**src/rtl/spram_req_ctrl.sv**
```systemverilog
// spram_req_ctrl
// Initiator-side controller for a single-port SRAM wrapper (active-low CEB,
// WEB and byte-write enables). Converts a valid/ready request channel into
// SRAM port cycles and returns read data through a small response FIFO, so
// backpressure on the response channel never loses data.
//
// Optional feature macro: SPRAM_REQ_CTRL_WR_ACK_EN
//   defined   - every accepted write returns a zero response, in order with reads
//   undefined - writes return nothing and ignore response credit

module spram_req_ctrl #(
    parameter int ADDR_W    = 9,
    parameter int DATA_W    = 32,
    parameter int RSP_DEPTH = 3
) (
    input  logic                  clk,
    input  logic                  rst_n,
    input  logic                  req_valid,
    output logic                  req_ready,
    input  logic                  req_we,
    input  logic [ADDR_W-1:0]     req_addr,
    input  logic [DATA_W-1:0]     req_wdata,
    input  logic [DATA_W/8-1:0]   req_be,
    output logic                  rsp_valid,
    input  logic                  rsp_ready,
    output logic [DATA_W-1:0]     rsp_rdata,
    output logic                  mem_ceb,
    output logic                  mem_web,
    output logic [ADDR_W-1:0]     mem_a,
    output logic [DATA_W-1:0]     mem_d,
    output logic [DATA_W/8-1:0]   mem_be,
    input  logic [DATA_W-1:0]     mem_q
);

    localparam int BE_W  = DATA_W / 8;
    localparam int CNT_W = $clog2(RSP_DEPTH + 1);
    localparam int PTR_W = (RSP_DEPTH > 1) ? $clog2(RSP_DEPTH) : 1;

    logic                rst_done;
    logic                rd_pend;
    logic                pend_ack;
    logic [DATA_W-1:0]   fifo_mem [RSP_DEPTH];
    logic [PTR_W-1:0]    wr_ptr;
    logic [PTR_W-1:0]    rd_ptr;
    logic [CNT_W-1:0]    count;
    logic [CNT_W:0]      used;
    logic                credit_ok;
    logic                rsp_gen;
    logic                acc;
    logic                push;
    logic                pop;
    logic [DATA_W-1:0]   push_data;

    // Credit uses registered state only, so rsp_ready never reaches req_ready.
    assign used      = {1'b0, count} + {{CNT_W{1'b0}}, rd_pend};
    assign credit_ok = used < (CNT_W+1)'(RSP_DEPTH);

`ifdef SPRAM_REQ_CTRL_WR_ACK_EN
    assign rsp_gen   = 1'b1;
    assign req_ready = rst_done & credit_ok;
`else
    assign rsp_gen   = ~req_we;
    assign req_ready = rst_done & (credit_ok | req_we);
`endif

    assign acc = req_valid & req_ready;

    // The SRAM port idles (all strobes high) whenever nothing is accepted.
    assign mem_ceb = ~acc;
    assign mem_web = ~(acc & req_we);
    assign mem_a   = req_addr;
    assign mem_d   = req_wdata;
    assign mem_be  = ~(req_be & {BE_W{acc & req_we}});

    assign push      = rd_pend;
    assign pop       = rsp_valid & rsp_ready;
    assign push_data = pend_ack ? '0 : mem_q;
    assign rsp_valid = (count != '0);
    assign rsp_rdata = fifo_mem[rd_ptr];

    // Gate request acceptance until the first clock edge after reset release.
    always_ff @(posedge clk or negedge rst_n) begin
        if (!rst_n) begin
            rst_done <= 1'b0;
        end else begin
            rst_done <= 1'b1;
        end
    end

    // Remember that the SRAM returns (or owes an ack for) a response next cycle.
    always_ff @(posedge clk or negedge rst_n) begin
        if (!rst_n) begin
            rd_pend  <= 1'b0;
            pend_ack <= 1'b0;
        end else begin
            rd_pend  <= acc & rsp_gen;
            pend_ack <= acc & rsp_gen & req_we;
        end
    end

    // Response FIFO: capture the SRAM output one cycle after the access.
    always_ff @(posedge clk or negedge rst_n) begin
        if (!rst_n) begin
            for (int i = 0; i < RSP_DEPTH; i++) begin
                fifo_mem[i] <= '0;
            end
            wr_ptr <= '0;
            rd_ptr <= '0;
            count  <= '0;
        end else begin
            if (push) begin
                fifo_mem[wr_ptr] <= push_data;
                wr_ptr <= (wr_ptr == PTR_W'(RSP_DEPTH - 1)) ? '0 : wr_ptr + 1'b1;
            end
            if (pop) begin
                rd_ptr <= (rd_ptr == PTR_W'(RSP_DEPTH - 1)) ? '0 : rd_ptr + 1'b1;
            end
            case ({push, pop})
                2'b10:   count <= count + 1'b1;
                2'b01:   count <= count - 1'b1;
                default: count <= count;
            endcase
        end
    end

endmodule

```
**config.mk**
```make
export PLATFORM = sky130hd
export DESIGN_NAME = spram_req_ctrl
export DESIGN_NICKNAME = d
export VERILOG_FILES = /design/src/rtl/spram_req_ctrl.sv
export SDC_FILE = /design/constraint.sdc
export NUM_CORES = 1
export LEC_CHECK = 0
export BUFFER_PORTS_ARGS = -buffer_cell sky130_fd_sc_hd__buf_2
export CORE_ASPECT_RATIO = 1.5
export CORE_MARGIN = 2
export CORE_UTILIZATION = 35
export CTS_CLUSTER_DIAMETER = 40
export CTS_CLUSTER_SIZE = 25
export DETAILED_ROUTE_END_ITERATION = 6
export GPL_ROUTABILITY_DRIVEN = 0
export PLACE_DENSITY_LB_ADDON = 0.05
export SETUP_SLACK_MARGIN = 0.2
export SYNTH_ARGS = -nofsm -noshare
export SYNTH_HDL_FRONTEND = slang
export SYNTH_SLANG_ARGS = --single-unit
```
**constraint.sdc**
```tcl
create_clock -name clk -period 1.6 [get_ports clk]
set_input_delay 0.08 -clock clk [delete_from_list [all_inputs] [get_ports clk]]
set_output_delay 0.08 -clock clk [all_outputs]
set_load 0.05 [all_outputs]
```
==> Implementation_results.wiki <==
{| class="wikitable"
! Metric !! Value
|-
| Crit-path cells || ha_4, ha_4, a21oi_2, o211ai_1, buf_4
|-
| EDFF count, synth || 0
|-
| GR Layer Usage met2 || 0.2681
|-
| Data arrival time of the critical path || 1.65 ns
|-
| Type of origin of the critical path || flip-flop
|-
| Final ANT Viol Nets || 0
|-
| Worst Max-Slew Pin Slew || 0.5891 ns
|-
| Share of Yosys cell area claimed by the top area cell type || 0.5202
|-
| Remaining global-route overflow || 0
|-
| Met3 track demand over resource in global routing || 0.03184
|-
| Post-synthesis to final-layout area growth || 42.53%
|-
| Slew margin rel. || 0.6073
|-
| Number of pins with negative max-slew slack in the final report || 0
|-
| Peak per-stage delay on the critical path || 0.43 ns
|-
| Die Y-Extent || 151.1 µm
|-
| Ratio of total power to cell area || 2397 nW/µm²
|-
| Result of the run || finished with violations
|-
| RSZ-0062 raised after global routing || yes
|-
| Initial antenna violation count || 0
|-
| Achievable clock frequency || 0.5790 GHz
|-
| Via total after detailed routing || 3814
|-
| Inserted Diodes || 0
|-
| Maximum VDD drop || 1.408 mV
|-
| Kind of cell with the highest combined delay on the critical path || flip-flops
|-
| Gate Count Post-Synth || 534
|-
| Bufs and invs on worst path || 1
|-
| Post-synth cell types || 29
|-
| Core Area || 14060 µm²
|-
| Via count of the first global-routing pass || 3690
|-
| Static Leak || 3.182 nW
|-
| Detailed-route vias per instance || 4.852
|-
| Worst hold margin || 0.02781 ns
|-
| Instance count on the critical path || 5
|-
| Flop and latch count out of synthesis || 105
|-
| Die footprint || 15430 µm²
|-
| Crit path max fanout || 3
|-
| Most common cell on crit path || ha_4
|-
| Clk_skew || 0.009748 ns
|-
| Cells taking the most area after synthesis || dfrtp_1, nand2_1, o21ai_0
|-
| Final Setup Violations || 37
|-
| Number of top-level design ports || 163
|-
| Warnings, synthesis || 0
|-
| Design area || 7199 µm²
|-
| CTS buffer count || 9
|-
| Initial core utilization || 0.3593
|-
| Post-CTS clock slew at the launch and capture registers of the worst setup and hold paths || 0.07 ns
|-
| Number of levels the H-tree was split into || 3
|-
| Cell at the root of the clock tree || clkbuf_16
|-
| Worst skew pair latency || 0.35 ns
|-
| Worst setup path class || flip-flop to primary output
|-
| Library cell occupying the most area in the post-synthesis netlist || dfrtp_1
|-
| Synthesized netlist net count || 619
|-
| Post-Route WL || 13.37 mm
|-
| Final number of hold-violating endpoints || 0
|-
| Violations in the final reports || setup timing
|-
| Final routed wire length divided by cell count || 17.01 µm
|-
| Fraction of layout cells with a size suffix above 1 || 0.4613
|-
| Placed cell area || 5724 µm²
|-
| Proportion of synthesized chip area in sequential cells || 0.5202
|-
| Number of optimization iterations in the first detailed-route pass || 4
|-
| Hold path cells || 3
|-
| Total number of placement rows || 53
|-
| Required arrival time at the worst endpoint || 1.52 ns
|-
| Commonest cells after routing, fill and taps aside || dfrtp_1, nand2_1, o21ai_0
|-
| Final #Nets || 674
|-
| Worst r2r path cells || 7
|-
| Maximum Capacitance Violations || 0
|-
| Kind of capture point of the worst setup path || primary output
|-
| Crit path max-delay cell type || dfrtp_2
|-
| Clock sink count || 105
|-
| Global-route wire length before repair || 18.82 mm
|-
| Kind of path behind the tightest hold check || input port to flip-flop
|-
| Number of port buffers || 80
|-
| Clock tree from TritonCTS || yes
|-
| Die Wd || 102.1 µm
|-
| Worst-case clock buffer depth || 2
|-
| Met1 track demand over resource || 0.2072
|-
| Most used routing layer in global routing || met2
|-
| Final min period || 1.727 ns
|-
| Tcrit/Tclk final || 1.079
|-
| Setup slack on the worst flop-to-flop path || -0.03 ns
|-
| Dominant register cell in the synthesized netlist || dfrtp_1
|-
| 1st-iter DRT viols || 67
|-
| Mapped Avg Cell Area || 9.459 µm²
|-
| Remaining design rule violation count || 0
|-
| Worst slack after detailed placement || 0.1033 ns
|-
| Most common cell after layout, fill and taps aside || dfrtp_1
|-
| Global Route Usage Sum || 0.1605
|-
| FFs w/ async S/R, synth || 1.000
|-
| Sum of internal, switching and leakage power || 17.26 mW
|-
| Netlist area before placement || 5051 µm²
|-
| Post-route worst setup slack || -0.1271 ns
|-
| Half-perimeter wire length after placement || 7.315 mm
|-
| Maximum number of pins on one net before global-route repair || 106
|}
-- synth_stat cells, drive strengths merged, types with 2 or more instances --
master,n
nand2,132
inv,5
nand3b,2
buf,55
ha,3
o21ai,131
mux2i,32
clkbuf,20
nand2b,32
xnor2,2
dfrtp,105
conb,2
-- sequential cells by signal, summed over array words and instances, names as in the netlist --
signal    count
fifo_mem     96
pend_ack      1
count         2
wr_ptr        2
push          1
rst_done      1
rd_ptr        2
-- power by group --
group / leakage (nW) / total (mW) / switching (mW) / internal [mW]
Sequential: 1.27 / 4.95 / 1.05 / 3.90
Combinational: 1.75 / 9.75 / 5.57 / 4.18
Clock: 0.166 / 2.56 / 0.990 / 1.57
Total: 3.18 / 17.3 / 7.60 / 9.65
-- cell families after synthesis --
| family | Yosys count | share of synthesized area |
|---|---|---|
| adder cells (fa/ha/maj) | 3 | 0.007432 |
| buffers and inverters | 80 | 0.1001 |
| AO/OA/AOI/OAI | 135 | 0.1501 |
| flip-flops | 105 | 0.5202 |
| AND/OR/NAND/NOR | 173 | 0.1499 |
| XOR/XNOR | 3 | 0.005203 |
| multiplexers | 33 | 0.06564 |
| other | 2 | 0.001487 |
-- layout make-up --
type / count / area (µm²)
fillers: 1326 / 6859
multi-input cells: 350 / 2708
flip-flops and latches: 105 / 2634
repair buffers: 118 / 1254
clock buffers: 11 / 242.7
well taps: 192 / 240.2
clock inverters: 5 / 102.6
inverters: 5 / 18.77
-- routing by layer --
layer | share of wire | vias up
li1 | - | 1844
met1 | 0.44 | 1849
met2 | 0.50 | 95
met3 | 0.040 | 26
met4 | 0.021 | 0
met5 | 0 | -
-- worst paths after layout --
path / to / from
max in group asynchronous: rd_ptr[1] / rst_n
setup / recovery: mem_ceb / push
hold reg to reg: fifo_mem[63] / fifo_mem[63]
setup reg to reg: rd_ptr[1] / count[0]
min in group asynchronous: fifo_mem[62] / rst_n
hold / removal: fifo_mem[72] / mem_q[8]
-- worst min-delay path, stage by stage --
cell and delay [ns]:
buf_2 0.09, nand2b_1 0.09, o21ai_1 0.07
-- per-stage QoR --
stage / cells / util / setup TNS [ns]
2_1_floorplan: 534 / - / -0.2836
3_3_place_gp: 748 / 0.4072 / 0
3_5_place_dp: 748 / 0.4072 / 0
4_1_cts: 770 / 0.4543 / -3.019
5_1_grt: 786 / 0.5121 / -4.929
6_report: 786 / 0.5121 / -2.875
-- timing repair --
action                     CTS  global route
buffers inserted             4             6
pin swaps                    2            33
hold buffers                 1             0
gates resized for setup     77           140
setup endpoints to repair   67            93
hold endpoints to repair   105             0
cloned                       1            10
Power figures use the tool's default switching activity.
